File: src/rtl/tlb_op_ctrl.sv
// Sequences TLBR/TLBWI/TLBWR/TLBP against the MMU port. Done pulses 2 cycles after acceptance.
// op_ready is high only while idle, and the block keeps no queue; the Random register runs in the background.
package tlb_op_ctrl_pkg;

  typedef struct packed {
    logic [31:0] entry_hi;
    logic [31:0] entry_lo0;
    logic [31:0] entry_lo1;
    logic [31:0] page_mask;
  } tlb_entry_t;

  typedef enum logic [1:0] {
    OP_TLBR  = 2'd0,
    OP_TLBWI = 2'd1,
    OP_TLBWR = 2'd2,
    OP_TLBP  = 2'd3
  } op_type_e;

endpackage

module tlb_op_ctrl
  import tlb_op_ctrl_pkg::*;
#(
  parameter int N_TLB_ENTRIES = 32,
  localparam int IW = $clog2(N_TLB_ENTRIES)
) (
  input  logic          clk,
  input  logic          rst,
  input  logic          op_valid,
  input  logic [1:0]    op_type,
  output logic          op_ready,
  input  logic [IW-1:0] cp0_index,
  input  logic [IW-1:0] cp0_wired,
  input  logic          cp0_wired_we,
  input  tlb_entry_t    cp0_entry,
  input  logic [31:0]   cp0_entry_hi,
  output logic [IW-1:0] tlbrw_index,
  output logic          tlbrw_we,
  output tlb_entry_t    tlbrw_wrdata,
  input  tlb_entry_t    tlbrw_rddata,
  output logic [31:0]   tlbp_entry_hi,
  input  logic [31:0]   tlbp_index,
  output logic          done,
  output tlb_entry_t    rd_entry,
  output logic [31:0]   probe_index,
  output logic [IW-1:0] random
);

  typedef enum logic [1:0] {
    S_IDLE = 2'd0,
    S_EXEC = 2'd1,
    S_DONE = 2'd2
  } state_e;

  localparam logic [IW-1:0] RAND_MAX = IW'(N_TLB_ENTRIES - 1);

  state_e        state_q, state_d;
  op_type_e      op_q, op_d;
  logic [IW-1:0] idx_q, idx_d;
  tlb_entry_t    entry_q, entry_d;
  logic [31:0]   ehi_q, ehi_d;
  tlb_entry_t    rd_entry_q, rd_entry_d;
  logic [31:0]   probe_q, probe_d;
  logic [IW-1:0] random_q, random_d;
  logic [IW:0]   wired_lim;

  // Random reloads when the next decrement would land on or below Wired.
  assign wired_lim = {1'b0, cp0_wired} + {{IW{1'b0}}, 1'b1};

  always_comb begin
    state_d    = state_q;
    op_d       = op_q;
    idx_d      = idx_q;
    entry_d    = entry_q;
    ehi_d      = ehi_q;
    rd_entry_d = rd_entry_q;
    probe_d    = probe_q;
    op_ready   = 1'b0;
    done       = 1'b0;
    tlbrw_we   = 1'b0;

    case (state_q)
      S_IDLE: begin
        op_ready = 1'b1;
        if (op_valid) begin
          state_d = S_EXEC;
          op_d    = op_type_e'(op_type);
          idx_d   = (op_type_e'(op_type) == OP_TLBWR) ? random_q : cp0_index;
          entry_d = cp0_entry;
          ehi_d   = cp0_entry_hi;
        end
      end
      S_EXEC: begin
        tlbrw_we = (op_q == OP_TLBWI) || (op_q == OP_TLBWR);
        if (op_q == OP_TLBR) rd_entry_d = tlbrw_rddata;
        if (op_q == OP_TLBP) probe_d = tlbp_index;
        state_d = S_DONE;
      end
      S_DONE: begin
        done    = 1'b1;
        state_d = S_IDLE;
      end
      default: state_d = S_IDLE;
    endcase

    random_d = random_q - {{(IW-1){1'b0}}, 1'b1};
    if (cp0_wired_we || ({1'b0, random_q} <= wired_lim)) random_d = RAND_MAX;
  end

  always_ff @(posedge clk or negedge rst) begin
    if (!rst) begin
      state_q    <= S_IDLE;
      op_q       <= OP_TLBR;
      idx_q      <= '0;
      entry_q    <= '0;
      ehi_q      <= '0;
      rd_entry_q <= '0;
      probe_q    <= '0;
      random_q   <= RAND_MAX;
    end else begin
      state_q    <= state_d;
      op_q       <= op_d;
      idx_q      <= idx_d;
      entry_q    <= entry_d;
      ehi_q      <= ehi_d;
      rd_entry_q <= rd_entry_d;
      probe_q    <= probe_d;
      random_q   <= random_d;
    end
  end

  // The latched operands drive the MMU directly, so they hold after EXEC.
  assign tlbrw_index   = idx_q;
  assign tlbrw_wrdata  = entry_q;
  assign tlbp_entry_hi = ehi_q;
  assign rd_entry      = rd_entry_q;
  assign probe_index   = probe_q;
  assign random        = random_q;

endmodule

File: config.mk
export PLATFORM = sky130hd
export DESIGN_NAME = tlb_op_ctrl
export DESIGN_NICKNAME = d
export VERILOG_FILES = /design/src/rtl/tlb_op_ctrl.sv
export SDC_FILE = /design/constraint.sdc
export NUM_CORES = 1
export LEC_CHECK = 0
export ABC_AREA = 1
export CAP_MARGIN = 20
export CORE_AREA = 5 5 258 260
export CTS_BUF_LIST = sky130_fd_sc_hd__clkbuf_4
export CTS_CLUSTER_SIZE = 40
export DETAILED_ROUTE_END_ITERATION = 6
export DIE_AREA = 0 0 263 265
export PLACE_DENSITY_LB_ADDON = 0.15
export SETUP_SLACK_MARGIN = 0.3
export SYNTH_ARGS = -nofsm -noshare
export SYNTH_HDL_FRONTEND = slang
export SYNTH_SLANG_ARGS = --single-unit
File: constraint.sdc
create_clock -name clk -period 1.6 [get_ports clk]
set_input_delay 0.32 -clock clk [delete_from_list [all_inputs] [get_ports clk]]
set_output_delay 0.32 -clock clk [all_outputs]
set_load 0.005 [all_outputs]
==> reports/results.ini, run 1 <==
[outcome]
run_status = complete, but fails checks
violations = setup timing

[timing]
final.setup_skew_ns = 0.0500
max_slew.worst_pin.slew_ns = 0.506
maxClockFrequency_mhz = 494
min_period_over_period_pct = 126
postLayoutSetupSlackWorst_ns = -0.423
setup_violations = 417
post_layout_minimum_cycle_time_ns = 2.02
slew_violations = 0
rsz0062_at_grt = yes
hold_vio_cnt_final = 0
timing.max_slew.rel_slack_pct = 66.3

[logic_synthesis]
post_synth_num_cell_types = 19
yosys_register_bits = 334
synthDominantCellAreaShare_pct = 63.1
ys_top_cells_by_area = sky130_fd_sc_hd__dfrtp_1, sky130_fd_sc_hd__nand2_1, sky130_fd_sc_hd__nand3_1, sky130_fd_sc_hd__buf_2, sky130_fd_sc_hd__clkbuf_1
synth_top_cell_by_area = sky130_fd_sc_hd__dfrtp_1
synth_sequential_area_ratio_pct = 64.1
syn-mean-instance-area_sq_um = 8.87
ys_warn_count = 0
post_synth_instance_area_sq_um = 13000
synthesis.instances = 1471
synth_nets = 1816

[finish]
most-common-layout-cells = sky130_fd_sc_hd__nand2_1, sky130_fd_sc_hd__clkdlybuf4s50_1, sky130_fd_sc_hd__dfrtp_1, sky130_fd_sc_hd__dlygate4sd3_1, sky130_fd_sc_hd__buf_2
final_util_pct = 45.1
final-instance-count-excl-fill = 3704
final_design_area_no_fill_sq_um = 28800
syn_to_final_growth_pct = 121
layout-drive-gt1-share_pct = 37.9
layout.cells.most_common = sky130_fd_sc_hd__nand2_1
net_count_reported_at_finish = 3116

[critical_path]
class_of_the_most_critical_setup_path = flip-flop to output pin
r2r.worst_path.cells = 12
cp.required_ns = 1.28
startpoint_type = flip-flop
library_cell_contributing_the_largest_single_delay_on_the_critical_path = sky130_fd_sc_hd__dfrtp_1
timing.critical_path.to_type = output pin
critical_path_peak_fanout = 2
timing.critical_path.cells = inv_2 -> ha_4 -> and3_4 -> buf_6
cpPeakStageDelay_ns = 0.38
worstPathArrival_ns = 1.70

[route]
wire_per_inst_um = 18.1
drc = 0
m1WireLength_mm = 26.3
wl_met2_mm = 33.7
dr.pass1.iters = 5
first_iter_violations = 651
totalWireLength_mm = 67.2
vias_per_cell = 4.11
highest_layer = met5
routed-via-count = 15200
final_antenna_net_count = 0
dr_wl_met3_mm = 5.22

[floorplanning]
coreArea_sq_um = 63900
ioPinCount = 669
width_of_the_die_um = 263
chipHeight_um = 265
initial_utilization_pct = 20.4
floorplan.die_area_sq_um = 69700
rows = 93

[clock_tree]
numCtsBuffers = 100
cts.reportedPaths.clkPinSlew_ns = 0.06
worstSkewPairLatency_ns = 0.81
cts_tree = done
ctsRootBufferMaster = sky130_fd_sc_hd__clkbuf_4
htree_levels = 3
cts.path.max_buffers = 3
clkSinkCount = 334

[pwr]
irDropWorstVdd_mv = 0.520
power-per-cell-area_nw_per_um2 = 1330
cellLeakagePower_nw = 14.3

[global_routing]
grt_start_max_net_pins = 50
via_count_of_the_first_global_routing_pass = 15700
groute.usage.overall_pct = 17.0
grt_first_pass_wirelength_mm = 93.5
grt_overflow = 0
initial_antenna_violation_count = 4

[flow_run]
drv_cap = 0

[placed_design]
number_of_port_buffers = 668
count_of_placed_standard_cells_including_taps = 2980
place_congestion = 0.839
postPlaceCellArea_sq_um = 21400
detailedPlacementHpwl_mm = 42.8

[worst_hold_path]
hold_depth = 3
holdCritPathClass = input pin to flip-flop

-- worst paths after layout --
path | start | to | slack (ns)
max in group asynchronous | rst | tlbrw_wrdata[112] | 0.26
worst min-delay path | tlbrw_rddata[95] | rd_entry[95] | 0.16
worst max-delay path | op_q[1] | tlbrw_we | -0.42
min in group asynchronous | rst | probe_index[27] | 0.62
worst max register to register | state_q[0] | rd_entry[112] | -0.22
worst min register to register | tlbrw_wrdata[42] | tlbrw_wrdata[42] | 0.47
-- sequential cells by signal, summed over array words and instances (netlist names) --
register,count
tlbrw_wrdata,128
state_q,2
tlbrw_index,5
op_q,2
probe_index,32
tlbp_entry_hi,32
random,5
rd_entry,128
-- per-layer routing --
| layer | vias to the layer above | global-route usage [%] |
|---|---|---|
| met5 | - | 0 |
| met4 | 2 | 6.71 |
| met3 | 105 | 6.16 |
| met2 | 585 | 29.3 |
| met1 | 7253 | 19.4 |
| li1 | 7272 | - |
-- cell families (layout without fill, tap and decap cells) --
family / after synthesis / after routing / synth area share, %
flip-flops: 334 / 334 / 64.1
buffers and inverters: 107 / 1480 / 3.49
AO/OA/AOI/OAI: 13 / 13 / 0.499
adder cells (fa/ha/maj): 9 / 9 / 0.863
AND/OR/NAND/NOR: 1002 / 1004 / 30.6
XOR/XNOR: 6 / 6 / 0.403
other: 0 / 3 / 0
-- synthesized netlist by cell type, drive strengths merged --
library cell,n
xnor2,3
and3,1
xor2,3
a21oi,1
dfrtp,329
dfstp,5
clkbuf,38
o21ai,12
nand2,819
ha,9
nor2,12
nor3,1
nand3,169
inv,19
buf,50
-- power by group --
group | switching, W | internal [W] | total (W)
Combinational | 0.00730 | 0.00933 | 0.0166
Sequential | 0.00183 | 0.0115 | 0.0133
Clock | 0.00396 | 0.00447 | 0.00843
Total | 0.0131 | 0.0253 | 0.0384
-- repair_timing --
action | 4_1_cts | 5_1_grt
hold buffers | 290 | 0
pin swaps | 7 | 83
cloned | 13 | 41
endpoints found under the hold margin | 622 | 0
buffers inserted | 91 | 109
gates resized for setup | 1462 | 356
setup endpoints to repair | 665 | 681
-- area by class of cell --
type	count	area [sq um]
multi-input combinational	1032	5440
clock buffer	152	1140
timing repair buffer	1284	12600
inverter	19	76.3
antenna	3	7.51
tap	855	1070
clock inverter	25	136
sequential	334	8360
fill	6124	35100
-- metrics by stage --
| step | hold WS [ns] | total power (W) | worst slack, ns | setup TNS, ns |
|---|---|---|---|---|
| finish | 0.156 | 0.0384 | -0.423 | -29.81 |
| global route | 0.0428 | 0.0410 | -0.585 | -97.95 |
| CTS | 0.000176 | 0.0351 | -0.600 | -75.35 |
| floorplan | 0.0244 | 0.0167 | 0.0902 | 0 |
| detailed placement | 0.297 | 0.0263 | -0.653 | -15.61 |
| global placement | 0.293 | 0.0262 | -0.588 | -15.40 |
-- worst max-delay path: cells and delay by family (launching register included) --
family,cells,cell delay (ns)
flops,1,0.38
buf+inv,2,0.20
fa+ha+maj,1,0.20
simple gates,1,0.16
Note: power is estimated with default switching activity, not from simulation.
==> inputs of run 2 (changes only) <==
Settings changed: CAP_MARGIN 20 to 30.
==> results of run 2 <==
No change in the layout: final DEF, timing and power equal those of run 1.
